## src/rtl/nestop_altmemddr_0_ex_lfsr_gen.sv

```systemverilog
// Galois LFSR pattern generator/checker for one DDR example-driver data lane.
// Define EX_LFSR_ERR_CAPTURE_EN to build the first-mismatch capture registers.
module nestop_altmemddr_0_ex_lfsr_gen #(
  parameter int                WIDTH = 8,
  parameter logic [WIDTH-1:0]  POLY  = WIDTH'(8'h1D),
  parameter logic [63:0]       SEED  = 64'd32,
  parameter int                CNT_W = 16
) (
  input  logic             clk,
  input  logic             reset_n,
  input  logic             enable,
  input  logic             mode,
  input  logic             pause,
  input  logic             load,
  input  logic [WIDTH-1:0] ldata,
  output logic [WIDTH-1:0] data,
  input  logic             chk_valid,
  input  logic [WIDTH-1:0] chk_data,
  input  logic             err_clr,
  output logic             mismatch,
  output logic             err,
  output logic [CNT_W-1:0] err_cnt,
  output logic [WIDTH-1:0] cap_exp,
  output logic [WIDTH-1:0] cap_act
);

  // An all-zero seed would lock the LFSR up, so fall back to 1.
  localparam logic [WIDTH-1:0] SEED_RAW = WIDTH'(SEED);
  localparam logic [WIDTH-1:0] SEED_VAL = (SEED_RAW == '0) ? WIDTH'(1) : SEED_RAW;

  typedef enum logic [1:0] {
    IDLE    = 2'd0,
    RUN_GEN = 2'd1,
    RUN_CHK = 2'd2
  } state_t;

  state_t            state_reg, state_next;
  logic [WIDTH-1:0]  lfsr_reg, lfsr_next, step_val;
  logic              mismatch_reg;
  logic              err_reg, err_next;
  logic [CNT_W-1:0]  cnt_reg, cnt_next;
  logic              cmp_fail;

  always_ff @(posedge clk or negedge reset_n) begin
    if (!reset_n) begin
      state_reg    <= IDLE;
      lfsr_reg     <= SEED_VAL;
      mismatch_reg <= 1'b0;
      err_reg      <= 1'b0;
      cnt_reg      <= '0;
    end else begin
      state_reg    <= state_next;
      lfsr_reg     <= lfsr_next;
      mismatch_reg <= cmp_fail;
      err_reg      <= err_next;
      cnt_reg      <= cnt_next;
    end
  end

  always_comb begin
    state_next = state_reg;
    lfsr_next  = lfsr_reg;
    cmp_fail   = 1'b0;
    err_next   = err_reg;
    cnt_next   = cnt_reg;
    step_val   = {lfsr_reg[WIDTH-2:0], 1'b0} ^ (lfsr_reg[WIDTH-1] ? POLY : '0);

    case (state_reg)
      IDLE:    if (enable) state_next = mode ? RUN_CHK : RUN_GEN;
      RUN_GEN,
      RUN_CHK: if (!enable) state_next = IDLE;
      default: state_next = IDLE;
    endcase

    if (!enable || state_reg == IDLE) begin
      lfsr_next = SEED_VAL;
    end else if (load) begin
      lfsr_next = (ldata == '0) ? SEED_VAL : ldata;
    end else if (!pause && (state_reg == RUN_GEN || chk_valid)) begin
      lfsr_next = step_val;
    end

    // Compare against the word before this cycle's step.
    if (enable && state_reg == RUN_CHK && chk_valid && !pause && !load)
      cmp_fail = (chk_data != lfsr_reg);

    // Clear first so a simultaneous mismatch still counts as one.
    if (err_clr) begin
      err_next = 1'b0;
      cnt_next = '0;
    end
    if (cmp_fail) begin
      err_next = 1'b1;
      if (cnt_next != {CNT_W{1'b1}}) cnt_next = cnt_next + 1'b1;
    end
  end

  assign data     = lfsr_reg;
  assign mismatch = mismatch_reg;
  assign err      = err_reg;
  assign err_cnt  = cnt_reg;

`ifdef EX_LFSR_ERR_CAPTURE_EN
  logic [WIDTH-1:0] cap_exp_reg, cap_act_reg;

  always_ff @(posedge clk or negedge reset_n) begin
    if (!reset_n) begin
      cap_exp_reg <= '0;
      cap_act_reg <= '0;
    end else if (cmp_fail && (err_clr || !err_reg)) begin
      cap_exp_reg <= lfsr_reg;
      cap_act_reg <= chk_data;
    end else if (err_clr) begin
      cap_exp_reg <= '0;
      cap_act_reg <= '0;
    end
  end

  assign cap_exp = cap_exp_reg;
  assign cap_act = cap_act_reg;
`else
  assign cap_exp = '0;
  assign cap_act = '0;
`endif

endmodule

```

## config.mk

```make
export PLATFORM = sky130hd
export DESIGN_NAME = nestop_altmemddr_0_ex_lfsr_gen
export DESIGN_NICKNAME = d
export VERILOG_FILES = /design/src/rtl/nestop_altmemddr_0_ex_lfsr_gen.sv
export SDC_FILE = /design/constraint.sdc
export NUM_CORES = 1
export LEC_CHECK = 0
export ABC_AREA = 1
export CORE_MARGIN = 8
export CORE_UTILIZATION = 48
export DETAILED_ROUTE_END_ITERATION = 8
export HOLD_SLACK_MARGIN = 0.02
export PLACE_DENSITY = 0.81
export SETUP_SLACK_MARGIN = 0.5
export SYNTH_ARGS = -nofsm -noshare
export SYNTH_HDL_FRONTEND = slang
export SYNTH_SLANG_ARGS = --single-unit
```

## constraint.sdc

```tcl
create_clock -name clk -period 2.1 [get_ports clk]
set_input_delay 0.315 -clock clk [delete_from_list [all_inputs] [get_ports clk]]
set_output_delay 0.315 -clock clk [all_outputs]
set_load 0.02 [all_outputs]
```

==> impl_metrics.yaml, run 1 <==
power_and_ir_drop:
  vdd_drop_max_mv: 0.378
  cellLeakagePower_uw: 0.00172
  powerDensity_nw_per_um2: 522
  p_total_uw: 1620
clock_tree:
  cts-root-buf: "clkbuf_8"
  clk_path_buf_depth: 2
  cts_buffers: 3
  h-tree-depth: 1
  insertion_delay_ns: 0.28
  cts_sinks: 28
  path_clk_slew_ns: 0.10
  cts_tree: "yes"
route:
  antenna_left: 0
  routedWlPerCell_um: 15.0
  detail_route.first_pass.iterations: 5
  vias: 2415
  route.detailed.drc: 0
  vias_per_cell: 5.37
  drt-total-wl_um: 6770
  drt_iter0_drc: 207
setup_path:
  cpMaxStageDelayCell: "dfrtp_2"
  cpLargestDelayFamily: "simple AND/OR/NAND/NOR gates"
  cp-start-kind: "flip-flop"
  max_stage_delay_ns: 0.40
  r2r_cells: 12
  critPathMaxFanout: 8
  cpMostUsedCell: "nand2_1"
  arrival_ns: 1.80
  r2r_start: "err_cnt[0]"
  timing.rr.end: "err_cnt[1]"
  path_depth: 12
  worstSetupPathType: "flip-flop to flip-flop"
  reg2reg_slack_ns: 0.49
  crit_buf_inv: 1
  cp-startpoint: "err_cnt[0]"
  critPathRequiredTime_ns: 2.28
  cp-end-kind: "flip-flop"
  endpoint: "err_cnt[1]"
  path_cells: "inv_2 > nor2_4 > ha_4 > nand2_4 > nor2_8 > nand2_4 > nor2_8 > nand2_8 > nand2_2 > nand2_1 > nand2_1 > nand2_1"
global_routing:
  grt_start_max_net_pins: 29
  track_usage_pct: 18.3
  antenna_found_initial: 0
  grt_pass1_wl_um: 11000
  gr-total-overflow: 0
  grt_pass1_vias: 2403
sta:
  fmax_mhz: 619
  setup_viol: 0
  slew_viol_final: 0
  worst_clock_skew_ns: 0.00668
  fin_crit_sh_pct: 76.9
  rsz0062_at_grt: "yes"
  fin_crit_ns: 1.61
  hold_viol: 0
finish:
  fin_nets: 425
  antenna_cells: 0
  layoutNonFillerInstCount: 450
  drive_above_1_share_pct: 20.7
  syn2layout_area_growth_pct: 36.7
  largest_reg_flops: 16
placement:
  place_congestion: 0.881
  dp_hpwl_um: 4690
  place_inst: 434
  port_buffers: 49
run:
  max_cap_viol_count: 0
yosys:
  synth.distinct_cells: 38
  ys_ff_latch: 28
  syn_inst: 325
  synth_top_cell_by_area: "dfrtp_1"
  synthFlopType: "dfrtp_1"
  yosysWarnings: 0
  ys_async_sr_fraction_pct: 100
  synth_top_area_share_pct: 29.8
  syn-cell-area_um2: 2270
  synth_edf_count: 0
  synth_area_per_cell_um2: 6.97
  synth.cells.most_frequent: "nand2_1 (105), nand3_1 (35), inv_1 (34)"
  synth_area_leaders: "dfrtp_1 (30%), nand2_1 (17%), nand3_1 (7.7%), buf_4 (5.6%), inv_1 (5.6%)"
  yosysMostFrequentCell: "nand2_1"
  ys_seq_area_share_pct: 31.0
worst_hold_path:
  hold_class: "input pin to asynchronous set/reset pin"
floorplan:
  ios: 66
  die_h_um: 84.7
  initial_core_util_pct: 48.9
  fp.dieArea_um2: 7170
  rows: 25
  fp.coreArea_um2: 4630
  fp.dieW_um: 84.7
status:
  status: "completed"
-- worst min-delay path by stage --
stage	from	endpoint	slack [ns]	cells after the start
floorplan	reset_n	data[0]	0.02	0
global placement	err	err	0.48	2
detailed placement	err	err	0.47	2
CTS	reset_n	mismatch	0.44	2
global route	reset_n	err_cnt[9]	0.47	2
finish	reset_n	err_cnt[2]	0.42	2
-- logic make-up after synthesis --
family          synth area share, %
simple gates                   41.9
buf+inv                        14.7
flops                          31.0
compound gates                 6.18
xor+xnor                       3.48
fa+ha+maj                      2.21
other cells                   0.165
mux                           0.442
-- worst register-to-register path, stage by stage (launching register included) --
cell and delay, ns:
dfrtp_2 0.40, inv_2 0.05, nor2_4 0.11, ha_4 0.16, nand2_4 0.07, nor2_8 0.10
nand2_4 0.08, nor2_8 0.21, nand2_8 0.11, nand2_2 0.08, nand2_1 0.05, nand2_1 0.05
nand2_1 0.04
-- layout by cell type, fill, tap and decap left out, drive strengths merged --
cell / n
o211ai: 3
nor2: 35
or2: 1
dfstp: 1
inv: 38
nor3: 1
nand3: 39
o21bai: 1
dlymetal6s2s: 1
dfrtp: 27
o21ai: 12
nand4: 6
nor2b: 1
a21oi: 2
xnor2: 8
clkdlybuf4s50: 24
a31oi: 3
clkdlybuf4s15: 1
buf: 24
xor2: 1
nand2: 114
mux2i: 1
o2111ai: 2
nor4: 2
nand3b: 1
dlygate4sd2: 23
ha: 4
clkbuf: 4
conb: 16
-- repair_timing --
action	4_1_cts	5_1_grt
gates resized for setup	36	17
pin swaps	9	9
endpoints found under the hold margin	0	0
setup buffers	8	2
hold buffers	0	0
setup endpoints to repair	48	26
gates cloned	1	1
-- stage by stage --
stage	hold WS (ns)	setup slack, ns	utilization [%]	cell area, µm²	setup TNS, ns
after floorplan	0.0194	0.481	-	2380	0
after global placement	0.475	0.0120	61.9	2870	0
after detailed placement	0.475	-0.0476	61.9	2870	-0.147
after CTS	0.440	0.496	65.4	3030	0
after global routing	0.470	0.397	66.9	3100	0
final	0.425	0.485	66.9	3100	0
-- final cells by class --
type                            instances  area, µm²
Inverter                               38        158
Timing Repair Buffer                   73        677
Tap cell                               54       67.6
Clock buffer                            4       55.1
Multi-Input combinational cell        253       1440
Sequential cell                        28        704
Fill cell                             403       1530
-- layer usage --
metal / GRT usage, % / share of wire (%)
met5: 0 / 0
met4: 5.02 / 2.2
met3: 5.17 / 9.9
met2: 33.6 / 50
met1: 19.8 / 38
-- where the power goes --
group | internal [µW] | leakage [µW] | switching, µW
clock | 168 | 0.0000288 | 177
sequential | 604 | 0.000378 | 75.5
combinational | 249 | 0.00131 | 343
total | 1020 | 0.00172 | 596
Power figures use the tool's default switching activity.
==> run 2: changes to the inputs <==
Clock period 2.1 ns to 1.65 ns, I/O delays scaled along.
==> impl_metrics.yaml, run 2 (synthesized netlist as in run 1, its figures left out) <==
route:
  detail_route.first_pass.iterations: 5
  drt_iter0_drc: 266
  vias: 2643
  route.detailed.drc: 0
  drt-total-wl_um: 7680
  antenna_left: 0
  routedWlPerCell_um: 15.8
  vias_per_cell: 5.44
setup_path:
  cpMaxStageDelayCell: "dfrtp_2"
  max_stage_delay_ns: 0.38
  path_cells: "inv_2 > nor2_4 > ha_4 > nand2_4 > nor2_8 > nand2_4 > nor2_8 > nand2_8 > nand2_2 > nand2_1 > nand2_1 > nand2_1"
  cpLargestDelayFamily: "simple AND/OR/NAND/NOR gates"
  critPathRequiredTime_ns: 1.84
  cp-end-kind: "flip-flop"
  worstSetupPathType: "flip-flop to flip-flop"
  crit_buf_inv: 1
  arrival_ns: 1.76
  critPathMaxFanout: 8
  cp-start-kind: "flip-flop"
  cpMostUsedCell: "nand2_1"
run:
  max_cap_viol_count: 0
finish:
  fin_nets: 461
  nFillCells: 329
  design_area_um2: 3580
  drive_above_1_share_pct: 38.0
  antenna_cells: 0
  largest_reg_flops: 16
  multiInputGateArea_um2: 1540
  final_cell_mix: "nand2_1 (100), buf_4 (41), buf_6 (33), inv_1 (30), nand3_1 (29)"
  syn2layout_area_growth_pct: 58.1
  finish.utilization_pct: 77.4
  ff_latch_area_um2: 714
  final_common_cell: "nand2_1"
sta:
  whs_ns: 0.324
  rsz0062_at_grt: "yes"
  fin_crit_sh_pct: 94.9
  hold_viol: 0
  fin_crit_ns: 1.57
  setup_viol: 0
  fmax_mhz: 638
  slew_viol_final: 0
  worst_clock_skew_ns: 0.00339
worst_hold_path:
  hold_class: "input pin to asynchronous set/reset pin"
floorplan:
  initial_core_util_pct: 48.9
  fp.dieW_um: 84.7
  rows: 25
  fp.coreArea_um2: 4630
  die_h_um: 84.7
  ios: 66
  fp.dieArea_um2: 7170
power_and_ir_drop:
  powerDensity_nw_per_um2: 735
  cellLeakagePower_uw: 0.00188
  vdd_drop_max_mv: 0.726
placement:
  dp_hpwl_um: 4760
  place_congestion: 0.928
  port_buffers: 49
  placement.cell_area_um2: 3040
clock_tree:
  cts_tree: "yes"
  path_clk_slew_ns: 0.10
  clk_path_buf_depth: 2
  h-tree-depth: 1
  cts-root-buf: "clkbuf_8"
  insertion_delay_ns: 0.29
  hold_buffers: 0
  cts_sinks: 28
  cts_buffers: 3
global_routing:
  track_usage_pct: 20.4
  grt_start_max_net_pins: 29
  antenna_found_initial: 0
  gr-total-overflow: 0
  grt_pass1_wl_um: 12100
  grt_pass1_vias: 2699
status:
  status: "completed"
run 2: final timing paths:
| kind | endpoint | depth (start not counted) | slack (ns) | start |
|---|---|---|---|---|
| max in group asynchronous | data[5] | 2 | 1.00 | reset_n |
| worst max register to register | err_cnt[0] | 12 | 0.08 | err_cnt[0] |
| worst min-delay path | mismatch | 2 | 0.32 | reset_n |
| worst min register to register | err | 2 | 0.49 | err |
| min in group clk | state_reg[1] | 3 | 0.41 | enable |
| worst max-delay path | err_cnt[0] | 12 | 0.08 | err_cnt[0] |
run 2: report_power, final:
group          switching (µW)  internal [µW]  total, µW  leakage, µW
clock                     247            326        573    0.0000357
sequential               84.4            774        859     0.000366
combinational             606            597       1200      0.00148
run 2: metrics by stage:
step	power, µW	TNS [ns]	std cells	setup slack (ns)
2_1_floorplan	1410	0	340	0.0339
3_3_place_gp	1650	-5.07	454	-0.367
3_5_place_dp	1680	-5.96	454	-0.431
4_1_cts	2500	0	482	0.0691
5_1_grt	2750	-0.0130	486	-0.0123
6_report	2630	0	486	0.0837
run 2: cell type report:
type                            instances  share of cell area (%)
Tap cell                               54                    1.89
Timing Repair Buffer                  109                    28.9
Multi-Input combinational cell        253                    42.9
Clock buffer                            3                    1.15
Clock inverter                          1                   0.838
Sequential cell                        28                    19.9
Inverter                               38                    4.40
run 2: layer usage:
layer	vias to the layer above	part of all wire [%]	track usage (%)
li1	1216	-	-
met1	1229	38	20.9
met2	163	51	37.1
met3	35	8.0	5.17
met4	0	3.2	11.3
met5	-	0	0
run 2: worst register-to-register path: stages, from the launching register on:
cell	delay, ns
dfrtp_2	0.38
inv_2	0.04
nor2_4	0.13
ha_4	0.16
nand2_4	0.07
nor2_8	0.10
nand2_4	0.08
nor2_8	0.17
nand2_8	0.10
nand2_2	0.09
nand2_1	0.04
nand2_1	0.05
nand2_1	0.04
run 2: timing repair:
action                                  4_1_cts  5_1_grt
resized for setup                           162       37
gates cloned                                  2        1
pin swaps                                    18       19
endpoints found under the setup margin       54       47
hold endpoints to repair                      0        0
buffers inserted                             22        3
==> run 3: changes to the inputs <==
Settings changed: CORE_MARGIN 8 to unset, CORE_UTILIZATION 48 to 64, DONT_BUFFER_PORTS set to 1, PLACE_DENSITY 0.81 to 0.8.
Clock period 1.65 ns to 1.6 ns, I/O delays scaled along.
==> impl_metrics.yaml, run 3 <==
floorplan:
  ios: 66
  fp.dieW_um: 61.5
  initial_core_util_pct: 67.4
  die_h_um: 61.5
  rows: 21
yosys:
  synthFlopType: "dfrtp_1"
  synth.distinct_cells: 38
  ys_seq_area_share_pct: 31.0
  syn_inst: 325
  ys_ff_latch: 28
  synth.cells.most_frequent: "nand2_1 (105), nand3_1 (35), inv_1 (34)"
  synth_top_area_share_pct: 29.8
  yosysWarnings: 0
  synth_area_per_cell_um2: 6.97
  synth_area_leaders: "dfrtp_1 (30%), nand2_1 (17%), nand3_1 (7.7%), buf_4 (5.6%), inv_1 (5.6%)"
  yosysMostFrequentCell: "nand2_1"
  ys_async_sr_fraction_pct: 100
  synth_top_cell_by_area: "dfrtp_1"
  syn-cell-area_um2: 2270
  synth_edf_count: 0
global_routing:
  track_usage_pct: 77.6
  grt_start_max_net_pins: 29
  gr-total-overflow: 103
clock_tree:
  h-tree-depth: 1
  cts_sinks: 28
  cts-root-buf: "clkbuf_4"
  clk_path_buf_depth: 2
  cts_buffers: 3
placement:
  port_buffers: 0
  dp_hpwl_um: 3760
  placement.cell_area_um2: 2520
  place_congestion: 0.956
sta:
  worstEndpointGrtRepair: "err_cnt[12]$_DFF_PN0_/D"
  endpoint_type: "register data pin"
status:
  failing_step: "global routing"
  firstError: "[ERROR GRT-0232] Routing congestion too high. Check the congestion heatmap in the GUI."
  status: "stopped before the end"
-- run 3: metal layers --
| layer | GRT overflow | global-route usage [%] |
|---|---|---|
| met5 | 0 | 10.0 |
| met4 | 38 | 94.9 |
| met3 | 1 | 48.1 |
| met2 | 63 | 104 |
| met1 | 1 | 72.8 |
-- run 3: kinds of logic after synthesis --
| family | Yosys count | synth area share [%] |
|---|---|---|
| buffers and inverters | 61 | 14.7 |
| other | 1 | 0.165 |
| XOR/XNOR | 9 | 3.48 |
| flip-flops | 28 | 31.0 |
| AND/OR/NAND/NOR | 198 | 41.9 |
| AO/OA/AOI/OAI | 23 | 6.18 |
| adder cells (fa/ha/maj) | 4 | 2.21 |
| multiplexers | 1 | 0.442 |
-- run 3: repair_timing --
action	4_1_cts
setup endpoints to repair	52
endpoints found under the hold margin	28
buffers inserted	15
gates cloned	4
gates resized for setup	57
hold buffers	2
pin swaps	18
-- run 3: through the flow --
stage | hold WS, ns | std cells | util, % | setup slack [ns]
floorplan | -0.0556 | 340 | - | -0.0161
global placement | -0.0550 | 393 | 75.0 | 0.0946
detailed placement | -0.0550 | 393 | 75.0 | 0.0382
CTS | 0.0368 | 418 | 88.7 | 0.0602
==> run 4: changes to the inputs <==
Settings changed: CORE_UTILIZATION 64 to 40, HOLD_SLACK_MARGIN 0.02 to unset, PLACE_DENSITY 0.8 to unset, PLACE_DENSITY_LB_ADDON set to 0.15, SETUP_SLACK_MARGIN 0.5 to unset.
==> impl_metrics.yaml, run 4 (synthesized netlist as in run 1, its figures left out) <==
route:
  route.detailed.drc: 0
  routedWlPerCell_um: 12.5
  antenna_left: 0
  vias: 2055
  drt-total-wl_um: 5400
  drt_iter0_drc: 66
  detail_route.first_pass.iterations: 4
  vias_per_cell: 4.76
floorplan:
  fp.coreArea_um2: 5470
  ios: 66
  die_h_um: 77.3
  initial_core_util_pct: 41.4
  fp.dieW_um: 77.3
  fp.dieArea_um2: 5970
  rows: 27
setup_path:
  path_cells: "inv_2 > nor2_4 > ha_4 > nand2_4 > nor2_8 > nand2_4 > nor2_8 > nand2_8 > nand2_2 > nand2_2 > nand2_1 > nand2_1"
  cpMaxStageDelayCell: "dfrtp_2"
  crit_buf_inv: 1
  worstSetupPathType: "flip-flop to flip-flop"
  r2r_cells: 12
  reg2reg_slack_ns: 0.05
  cp-end-kind: "flip-flop"
  max_stage_delay_ns: 0.38
  path_depth: 12
  cpLargestDelayFamily: "simple AND/OR/NAND/NOR gates"
  arrival_ns: 1.73
  critPathMaxFanout: 8
  critPathRequiredTime_ns: 1.78
  cp-start-kind: "flip-flop"
placement:
  place_inst: 424
  dp_hpwl_um: 4040
  port_buffers: 0
  placement.cell_area_um2: 2550
  place_congestion: 0.869
sta:
  fin_crit_ns: 1.55
  whs_ns: 0.116
  hold_viol: 0
  worst_clock_skew_ns: 0.00748
  fin_setup_tns_ns: 0
  rsz0062_at_grt: "yes"
  slew_viol_final: 0
  setup_viol: 0
  fin_crit_sh_pct: 96.9
  fmax_mhz: 645
global_routing:
  grt_start_max_net_pins: 29
  gr-total-overflow: 0
  grt_pass1_vias: 2064
  grt_pass1_wl_um: 9230
  antenna_found_initial: 0
  track_usage_pct: 19.3
finish:
  final_common_cell: "nand2_1"
  drive_above_1_share_pct: 22.5
  syn2layout_area_growth_pct: 18.8
  design_area_um2: 2690
  fin_nets: 389
  finish.utilization_pct: 49.2
  largest_reg_flops: 16
  final_cell_mix: "nand2_1 (102), nand3_1 (35), buf_4 (34), inv_1 (32)"
  layoutNonFillerInstCount: 432
  antenna_cells: 0
power_and_ir_drop:
  clock_power_share_pct: 26.9
  switchingPower_uw: 720
  comb_power_share_pct: 33.4
  cellLeakagePower_uw: 0.00147
  vdd_drop_max_mv: 0.523
  powerDensity_nw_per_um2: 796
  internal-power_uw: 1420
  p_seq_share_pct: 39.8
  switching_share_pct: 33.6
clock_tree:
  path_clk_slew_ns: 0.11
  cts_sinks: 28
  insertion_delay_ns: 0.28
  cts-root-buf: "clkbuf_8"
  clk_path_buf_depth: 2
  h-tree-depth: 1
  cts_tree: "yes"
  cts_buffers: 3
status:
  status: "completed"
run:
  max_cap_viol_count: 0
worst_hold_path:
  min_path_cells: 2
  hold_class: "input pin to flip-flop"
==> run 4: layer usage <==
layer / global-route usage, % / vias up / share of wire, %
li1: - / 1072 / -
met1: 22.2 / 934 / 43
met2: 36.2 / 47 / 51
met3: 3.21 / 2 / 5.6
met4: 5.09 / 0 / 0.67
met5: 0 / - / 0
==> run 4: power by group through the flow <==
stage	Clock [µW]	Sequential [µW]	Combinational (µW)
CTS	605	851	719
global placement	0	863	678
floorplan	0	947	430
global route	626	865	805
detailed placement	0	864	693
finish	576	852	715
==> run 4: final timing paths <==
| path | startpoint | end |
|---|---|---|
| setup / recovery | err_cnt[0] | err_cnt[0] |
| hold / removal | mode | state_reg[1] |
| setup reg to reg | err_cnt[0] | err_cnt[0] |
| hold reg to reg | data[2] | data[2] |
| max in group asynchronous | reset_n | data[5] |
| min in group asynchronous | reset_n | mismatch |
==> run 4: per-stage QoR <==
stage | setup WS, ns | total power (µW)
6_report | 0.0502 | 2140
5_1_grt | -0.0886 | 2300
4_1_cts | 0.00321 | 2170
3_5_place_dp | 0.0366 | 1560
3_3_place_gp | 0.0895 | 1540
2_1_floorplan | -0.0208 | 1380
==> run 4: what timing repair did <==
item                                   in CTS  in global routing
setup endpoints to repair                   0                 19
resized for setup                           0                  8
hold buffers                                2                  0
endpoints found under the hold margin      28                  0
buffers inserted                            0                  1
==> run 4: worst register-to-register path: cells and delay by family, from the launching register on <==
kind / cells / cell delay (ns)
fa+ha+maj: 1 / 0.17
buf+inv: 1 / 0.04
flops: 1 / 0.38
simple gates: 10 / 0.87
==> run 4: cell type report <==
class | instances | area, µm²
inverters | 38 | 150
well taps | 72 | 90.1
repair buffers | 38 | 325
multi-input cells | 252 | 1350
clock inverters | 1 | 30.0
flip-flops and latches | 28 | 706
clock buffers | 3 | 41.3
fillers | 563 | 2780
